===== src/rtl/pwm_capture.sv =====
// Servo-PWM pulse decoder: measures high time and rise-to-rise period
// of a synchronized PWM line, with timeout and range flags.
module pwm_capture #(
  parameter int CNT_W   = 20,
  parameter int TIMEOUT = 1000000,
  parameter int MIN_W   = 50000,
  parameter int MAX_W   = 100000
) (
  input  logic             clk,
  input  logic             reset,
  input  logic             enable,
  input  logic             pwm_in,
  output logic [CNT_W-1:0] width,
  output logic [CNT_W-1:0] period,
  output logic             valid,
  output logic             range_ok,
  output logic             timeout,
  output logic             leden,
  output logic             led
);

  typedef enum logic [2:0] {
    IDLE,
    WAIT_LOW,
    WAIT_RISE,
    HIGH,
    LOW
  } state_e;

  localparam logic [CNT_W-1:0] TO_C  = CNT_W'(TIMEOUT);
  localparam logic [CNT_W-1:0] MIN_C = CNT_W'(MIN_W);
  localparam logic [CNT_W-1:0] MAX_C = CNT_W'(MAX_W);
  localparam logic [CNT_W-1:0] ONE   = CNT_W'(1);

  state_e           state_q, state_d;
  logic [CNT_W-1:0] cnt_q, cnt_d;
  logic [CNT_W-1:0] wid_q, wid_d;
  logic [CNT_W-1:0] width_q, width_d;
  logic [CNT_W-1:0] period_q, period_d;
  logic             rok_q, rok_d;
  logic             valid_q, valid_d;
  logic             tout_q, tout_d;
  logic             led_q, led_d;
  logic             leden_q;
  logic             s1_q, pwm_s_q, pwm_d_q;
  logic             rise_q, fall_q;
  logic [CNT_W-1:0] cnt_inc;
  logic             in_range;

  assign cnt_inc  = cnt_q + ONE;
  assign in_range = (wid_q >= MIN_C) && (wid_q <= MAX_C);

  // Edges are registered so both rise and fall see the same 3-cycle lag.
  always_ff @(posedge clk) begin
    if (reset) begin
      s1_q    <= 1'b0;
      pwm_s_q <= 1'b0;
      pwm_d_q <= 1'b0;
      rise_q  <= 1'b0;
      fall_q  <= 1'b0;
    end else begin
      s1_q    <= pwm_in;
      pwm_s_q <= s1_q;
      pwm_d_q <= pwm_s_q;
      rise_q  <= pwm_s_q & ~pwm_d_q;
      fall_q  <= ~pwm_s_q & pwm_d_q;
    end
  end

  always_comb begin
    state_d  = state_q;
    cnt_d    = cnt_q;
    wid_d    = wid_q;
    width_d  = width_q;
    period_d = period_q;
    rok_d    = rok_q;
    valid_d  = 1'b0;
    tout_d   = 1'b0;
    led_d    = led_q;
    if (!enable) begin
      state_d = IDLE;
      cnt_d   = '0;
    end else begin
      unique case (state_q)
        IDLE: begin
          cnt_d   = '0;
          state_d = WAIT_LOW;
        end
        WAIT_LOW: begin
          if (!pwm_s_q) state_d = WAIT_RISE;
        end
        WAIT_RISE: begin
          if (rise_q) begin
            cnt_d   = ONE;
            state_d = HIGH;
          end
        end
        HIGH: begin
          if (fall_q) begin
            wid_d   = cnt_q;
            cnt_d   = cnt_inc;
            state_d = LOW;
          end else if (cnt_q == TO_C) begin
            tout_d  = 1'b1;
            cnt_d   = '0;
            state_d = WAIT_LOW;
          end else begin
            cnt_d = cnt_inc;
          end
        end
        LOW: begin
          if (rise_q) begin
            period_d = cnt_q;
            width_d  = wid_q;
            rok_d    = in_range;
            valid_d  = 1'b1;
            led_d    = ~led_q;
            cnt_d    = ONE;
            state_d  = HIGH;
          end else if (cnt_q == TO_C) begin
            tout_d  = 1'b1;
            cnt_d   = '0;
            state_d = WAIT_LOW;
          end else begin
            cnt_d = cnt_inc;
          end
        end
        default: begin
          cnt_d   = '0;
          state_d = IDLE;
        end
      endcase
    end
  end

  always_ff @(posedge clk) begin
    if (reset) begin
      state_q  <= IDLE;
      cnt_q    <= '0;
      wid_q    <= '0;
      width_q  <= '0;
      period_q <= '0;
      rok_q    <= 1'b0;
      valid_q  <= 1'b0;
      tout_q   <= 1'b0;
      led_q    <= 1'b0;
      leden_q  <= 1'b0;
    end else begin
      state_q  <= state_d;
      cnt_q    <= cnt_d;
      wid_q    <= wid_d;
      width_q  <= width_d;
      period_q <= period_d;
      rok_q    <= rok_d;
      valid_q  <= valid_d;
      tout_q   <= tout_d;
      led_q    <= led_d;
      leden_q  <= enable;
    end
  end

  assign width    = width_q;
  assign period   = period_q;
  assign valid    = valid_q;
  assign range_ok = rok_q;
  assign timeout  = tout_q;
  assign leden    = leden_q;
  assign led      = led_q;

endmodule


===== config.mk =====
export PLATFORM = sky130hd
export DESIGN_NAME = pwm_capture
export DESIGN_NICKNAME = d
export VERILOG_FILES = /design/src/rtl/pwm_capture.sv
export SDC_FILE = /design/constraint.sdc
export NUM_CORES = 1
export LEC_CHECK = 0
export CAP_MARGIN = 20
export CELL_PAD_IN_SITES_DETAIL_PLACEMENT = 1
export CELL_PAD_IN_SITES_GLOBAL_PLACEMENT = 2
export CORE_MARGIN = 10
export CORE_UTILIZATION = 31
export DETAILED_ROUTE_END_ITERATION = 6
export PLACE_DENSITY_LB_ADDON = 0.1
export SETUP_SLACK_MARGIN = 0.4
export SLEW_MARGIN = 20
export SYNTH_ARGS = -nofsm -noshare
export SYNTH_HDL_FRONTEND = slang
export SYNTH_SLANG_ARGS = --single-unit

===== constraint.sdc =====
create_clock -name clk -period 2.14 [get_ports clk]
set_input_delay 0.428 -clock clk [delete_from_list [all_inputs] [get_ports clk]]
set_output_delay 0.428 -clock clk [all_outputs]
set_load 0.01 [all_outputs]

### Word-level counts from Yosys, hierarchy flattened

Cells that the tools add are included.

* add/subtract/negate cells: 1
* order comparisons: 2
* equality and inequality tests: 7
* multiplexer cells: 16
* bitwise logic cells: 8
* reductions and logical operators: 8

Operators with widths (count)
* two-way mux 20 bit: 4
* case mux 20 bit (4 select lines): 1
* adder 20 x 1 -> 20 bit, second input constant: 1
* equality test 20 bit, second input constant: 1
* >= comparator 20 x 16 -> 1 bit, second input constant: 1
* less-or-equal comparator 20 x 17 -> 1 bit, second input constant: 1
* two-way mux 3 bit: 5
* case mux 3 bit (5 select lines): 1
* equality test 3 x 2 -> 1 bit, second input constant: 2
* NOT 1 bit: 6
* AND reduction 3 bit: 2
* two-way mux 1 bit: 4
* inequality test 2 bit, second input constant: 2
* AND reduction 2 bit: 2
* equality test 3 x 1 -> 1 bit, second input constant: 1
* equality test 3 bit, second input constant: 1
* logical NOT 3 bit: 1
* OR reduction 3 bit: 1
* AND 1 bit: 2
* case mux 1 bit (2 select lines): 1
* OR reduction 2 bit: 1
* logical AND 1 bit: 1

* bits in registers: 93
* input port bits: 4
* output and inout bits: 45
* logic and storage cells: 57

### Longest topological paths before layout

Gate-level depths: netlist of the first run.

* depth after elaboration: 4
* depth in mapped cells: 9
* depth with buffers taken out: 7

### Worst setup path before layout of the first run

OpenSTA, ideal clock, no wires.

* path kind: reg2reg
* from: reg cnt_q[8]
* to: reg cnt_q[10]
* setup time: 138 ps
* data arrival time: 1871 ps
* data required time: 2002 ps
* slack: 131 ps
* stages on the path, launching flop included: 8
* path buffers: 2
* path through: dfxtp_1 -> buf_6 -> or4b_4 -> nor4_4 -> a211oi_4 -> o21ai_4 -> buf_12 -> a211oi_2

* word-level cells in the longest chain between the ends: 4
* elaborated cells between the ends (all ways): 6
* classes of those cells: add/sub: 1; eq/ne: 1; mux: 4

Ends and longest elaborated chain
* from (decl): RTL line 36 `logic [CNT_W-1:0] cnt_q, cnt_d;`
* from (signal assigned): RTL line 150 `cnt_q <= cnt_d;`
* adder 20 x 1 -> 20 bit / equality test 20 bit (equally long branches): RTL line 50, 103, 120
* two-way mux 20 bit: RTL line 103, 120
* two-way mux 20 bit (on tied branches): RTL line 112, 99
* case mux 20 bit (4 select lines) *: RTL line 84 `unique case (state_q)`

Mark *: on every way between the ends. The rest lies on a longest branch, timed or not.
A chain may end at the register's enable or synchronous reset.

### Worst setup path in the final report of the first run

* from: reg cnt_q[11]
* to: reg cnt_q[4]

* word-level cells in the longest chain between the ends: 4
* elaborated cells between the ends (all ways): 5
* classes of those cells: eq/ne: 1; mux: 4

Ends and longest elaborated chain (RTL line)
* equality test 20 bit *: 103, 120
* two-way mux 20 bit *: 103, 120
* two-way mux 20 bit (on tied branches): 112, 99
* case mux 20 bit (4 select lines) *: 84

Marked as above.

==> results.ini, run 1 <==
[yosys]
synth-simple-area-share_pct=23.5
synth_ff_type=dfxtp_1
muxShareOfSynthArea_pct=4.88
ys_seq_area_share_pct=45.4
synthDistinctLibCells=60
synth_compound_area_share_pct=15.2
synth_largest_area_cell=dfxtp_1
synthXorXnorAreaFrac_pct=3.84
synth_area_per_cell_um2=8.99
netlist.area_leader.share_pct=45.4
synth_fp_nets=462
yosys-top-cells-area=dfxtp_1, nand2_1, a21oi_1
netlist_instances=456
synth_area_um2=4100
synth-seq-cells=93
synth_top_family_by_area=simple AND/OR/NAND/NOR gates
yosys_warnings=0
synth_fa_ha_area_share_pct=0.610
synth_common_cells=nand2_1, dfxtp_1, a21oi_1
yosysMostFrequentCell=nand2_1
async_flop_share_pct=0
synth_edf_count=0

[cts]
cts_tree=done
cts.sinks=93
path_clk_slew_ns=0.06
h-tree-depth=3
insertion_delay_ns=0.35
cts_made_buffers=9
cts_root_buf=clkbuf_16
cts_buffer_depth=2

[route]
routedWlPerCell_um=17.9
drc=0
antenna_left=0
wl_um=12500
first_pass_iters=4
first_iter_violations=169
vias=3494
avgViaCountPerCell=5.00

[sta]
drv_slew=0
worst_slew_pin_slew_ns=0.664
finalCriticalPeriod_ns=1.98
clock.fmax_mhz=504
rsz0062_at_grt=true
setup_viol=0
slew-limit-headroom_pct=55.7
hold_violations=0
skew_ns=0.00750
final.period_utilization_pct=92.7
hold_slack_ns=0.403

[floorplanning]
die_area_um2=18200
core-area_um2=12800
fp.dieH_um=135
num_rows=41
ios=49
die_w_um=135
initial_core_util_pct=32.1

[worst_setup_path]
crit_end=cnt_q[4]
cp.arrival_ns=2.18
r2r-end=cnt_q[4]
path_max_fanout=12
worstPathRequired_ns=2.34
worstSetupEndpointType=flop
r2r_cells=6
r2r_start=cnt_q[11]
path_class=reg -> reg
critPathLaunch=cnt_q[11]
critPathLaunchType=flop
r2r_slack_ns=0.16

[run]
drv_cap=0

[final_layout]
num_antenna_cells=0
utilization_pct=41.9
fillers=1476
final_net_count=530
final_area_um2=5360
drive_gt1_share_pct=20.5
area_growth_pct=30.6

[global_routing]
grt-ovfl-total=0
grt_start_max_net_pins=56
grt_pass1_wl_um=20200
first_global_vias=3672
gr-usage-all-layers_pct=14.0
antenna_found_initial=0

[placed_design]
io_buffers=48
dpl_cell_area_um2=4890
place_hpwl_um=8900
place_congestion=0.888

[pwr]
power_density_nw_per_um2=614
peakVddDrop_uv=307
seq_power_share_pct=53.0
intPower_mw=2.55
switching_share_pct=22.5
leakage_nw=1.92
power_mw=3.29
switchingPower_mw=0.740
clkPwrFrac_pct=43.6
combPwrFrac_pct=3.4

[outcome]
status=finished clean

[hold_path]
hold_path.class=reg -> reg

==> timing repair <==
| action | 4_1_cts | 5_1_grt |
|---|---|---|
| endpoints found under the hold margin | 0 | 0 |
| gates cloned | 0 | 0 |
| endpoints found under the setup margin | 25 | 66 |
| buffers inserted | 6 | 0 |
| hold buffers | 0 | 0 |
| resized for setup | 14 | 22 |
| pin swaps | 10 | 7 |
==> layout make-up <==
cell class	count	area, um2	area share, %
Inverter	6	22.5	0.421
Tap cell	172	215	4.02
Timing Repair Buffer	93	895	16.7
Sequential cell	93	1870	34.9
Clock buffer	12	236	4.42
Clock inverter	2	12.5	0.234
Multi-Input combinational cell	321	2100	39.3
==> cells in the final DEF, fill, tap and decap left out, drive strengths merged, types with 4 or more instances in the layout <==
cell type	count
nand2	98
nor2	32
clkbuf	12
nor4	6
and4	4
clkdlybuf4s50	47
mux2i	20
nand4	5
nor2b	6
buf	46
dfxtp	93
inv	6
o21ai	5
or4	5
xnor2	4
nand3	12
xor2	14
a21oi	50
a211oi	20
==> worst max-delay path, cell delays in order, from the launching register on <==
cell,delay (ns)
dfxtp_2,0.32
or4b_4,0.54
nor4_4,0.39
a211oi_4,0.13
o21ai_4,0.19
buf_12,0.18
a211oi_1,0.08
==> registers in the layout, summed over array words and instances, names as in the netlist <==
register and flops:
period 20, valid 1, cnt_q 20, range_ok 1, timeout 1, pwm_s_q 1
rise_q 1, s1_q 1, wid_q 20, pwm_d_q 1, width 20, state_q 3
fall_q 1, led 1, leden 1
==> cells by family after synthesis <==
family	Yosys count
AND/OR/NAND/NOR	191
flip-flops	93
AO/OA/AOI/OAI	90
buffers and inverters	42
multiplexers	20
XOR/XNOR	18
adder cells (fa/ha/maj)	2
==> worst min path at each step <==
stage	from	endpoint	slack, ns	cells past startpoint
floorplan	pwm_d_q	rise_q	0.38	1
global placement	pwm_d_q	rise_q	0.40	1
detailed placement	pwm_d_q	rise_q	0.40	1
CTS	pwm_d_q	rise_q	0.40	1
global route	pwm_d_q	rise_q	0.41	1
finish	pwm_d_q	rise_q	0.40	1
==> power groups by stage <==
stage / Clock, mW / Sequential, mW / Combinational [mW]
2_1_floorplan: 0 / 1.78 / 0.0720
3_3_place_gp: 0 / 1.78 / 0.100
3_5_place_dp: 0 / 1.78 / 0.102
4_1_cts: 1.48 / 1.74 / 0.107
5_1_grt: 1.56 / 1.74 / 0.121
6_report: 1.43 / 1.74 / 0.111
==> per-layer routing <==
layer  routed length (um)  up-vias  share of wire [%]  track usage [%]
li1                     -     1706                  -                -
met1                 5830     1729                 47             17.7
met2                 6030       44                 48             22.5
met3                  445       15                3.6             2.97
met4                  225        0                1.8             5.80
met5                    0        -                  0                0
==> through the flow <==
step	instances	setup WS (ns)	setup TNS (ns)
final	699	0.156	0
after global routing	699	0.0915	0
after floorplan	456	0.131	0
after detailed placement	679	-0.160	-2.01
after CTS	699	0.142	0
after global placement	679	-0.0284	-0.208
Note: power is estimated with default switching activity, not from simulation.
==> inputs of run 2 (changes only) <==
CORE_UTILIZATION = 35   (was 31)
DONT_BUFFER_PORTS = 1   (was unset)
==> results.ini, run 2 (synthesized netlist as in run 1, its figures left out) <==
[worst_setup_path]
worstSetupEndpointType=flop
critPathLaunchType=flop
r2r_cells=6
r2r-end=cnt_q[6]
r2r_slack_ns=0.16
worstPathRequired_ns=2.32
critPathLaunch=cnt_q[15]
cp.arrival_ns=2.17
path_class=reg -> reg
path_max_fanout=16
r2r_start=cnt_q[15]

[sta]
final.period_utilization_pct=92.7
timing.final.ws_setup_ns=0.157
skew_ns=0.00569
rsz0062_at_grt=true
timing.setup.tns_ns=0
drv_slew=0
worst_slew_pin_slew_ns=0.933
hold_violations=0
clock.fmax_mhz=504
finalCriticalPeriod_ns=1.98
setup_viol=0
hold_slack_ns=0.151
slew-limit-headroom_pct=37.7

[pwr]
power_density_nw_per_um2=770
leakage_nw=1.74
seq_power_share_pct=47.2
peakVddDrop_uv=464
combPwrFrac_pct=1.9
power_mw=3.69
switching_share_pct=19.9
switchingPower_mw=0.734
intPower_mw=2.95
clkPwrFrac_pct=50.9

[final_layout]
final_common_cell=nand2_1
drive_gt1_share_pct=18.9
final_net_count=472
mostFrequentLayoutCells=nand2_1, dfxtp_1, a21oi_1
num_antenna_cells=0
utilization_pct=41.7
area_growth_pct=16.8

[cts]
cts_buffer_depth=2
h-tree-depth=3
cts_root_buf=clkbuf_16
cts_made_buffers=9
cts-hold-fix-buffers=0
insertion_delay_ns=0.35
path_clk_slew_ns=0.07
cts.sinks=93
cts_tree=done

[placed_design]
dp_slack_ns=0.0748
place_congestion=0.814
io_buffers=0
place_hpwl_um=8140

[floorplanning]
ios=49
die_w_um=128
fp.dieH_um=128
num_rows=39
die_area_um2=16400
core-area_um2=11500
initial_core_util_pct=35.8

[route]
avgViaCountPerCell=5.28
first_pass_iters=4
vias=3234
drc=0
antenna_left=0
wl_um=12000
first_iter_violations=125
routedWlPerCell_um=19.5

[hold_path]
hold_path.class=in -> reg
holdCritStartpoint=reset
min_path_cells=1
hold_end=pwm_s_q

[outcome]
status=finished clean

[global_routing]
gr-usage-all-layers_pct=14.7
first_global_vias=3352
grt_pass1_wl_um=18900
grt_start_max_net_pins=69
antenna_found_initial=0
grt-ovfl-total=0

[run]
drv_cap=0

==> run 2: cell count changes in the layout (fill, tap and decap cells not counted), moves of 3 or more <==
| cell | previous run | this run |
|---|---|---|
| buf_6 | 5 | 1 |
| clkdlybuf4s50_1 | 47 | 0 |
| buf_4 | 35 | 30 |
| bufinv_16 | 0 | 3 |
| clkbuf_1 | 3 | 0 |
==> run 2: repair_timing <==
action	CTS	global route
endpoints found under the setup margin	23	71
pin swaps	10	6
cloned	0	1
resized for setup	9	12
buffers inserted	3	2
==> run 2: critical path, stage by stage, from the launching register on <==
cell and delay, ns:
dfxtp_2 0.33, or4_4 0.54, nor4_4 0.39, a211oi_4 0.13
o21ai_4 0.16, buf_12 0.18, a211oi_1 0.08
==> run 2: area by class of cell <==
type                            instances  area [um2]
Inverter                                6        22.5
Multi-Input combinational cell        321        2050
Tap cell                              143         179
Clock inverter                          4        95.1
Fill cell                            1320        6680
Sequential cell                        93        1870
Timing Repair Buffer                   35         322
Clock buffer                           11         253
==> run 2: how the worst max path moves through the flow <==
stage / endpoint / slack (ns) / depth (start not counted)
finish: cnt_q[6] / 0.16 / 6
global placement: cnt_q[2] / 0.15 / 6
floorplan: cnt_q[10] / 0.13 / 7
CTS: cnt_q[6] / 0.14 / 6
global route: cnt_q[5] / 0.07 / 6
detailed placement: cnt_q[6] / 0.07 / 6
==> run 2: per-layer routing <==
metal / GRT usage, % / share of wire (%) / vias to the layer above
met5: 0 / 0 / -
met4: 6.36 / 1.6 / 0
met3: 3.60 / 5.0 / 13
met2: 23.5 / 48 / 45
met1: 18.3 / 46 / 1581
li1: - / - / 1595
==> run 2: power by group through the flow <==
stage               sequential, mW  combinational, mW  clock [mW]
floorplan                     1.78             0.0720           0
global placement              1.78             0.0662           0
detailed placement            1.78             0.0664           0
CTS                           1.74             0.0670        1.92
global route                  1.74             0.0784        2.00
finish                        1.74             0.0710        1.88
==> run 2: per-stage QoR <==
stage | std cells | instance area (um2)
after floorplan | 456 | 4100
after global placement | 592 | 4290
after detailed placement | 592 | 4290
after CTS | 610 | 4700
after global routing | 613 | 4790
final | 613 | 4790
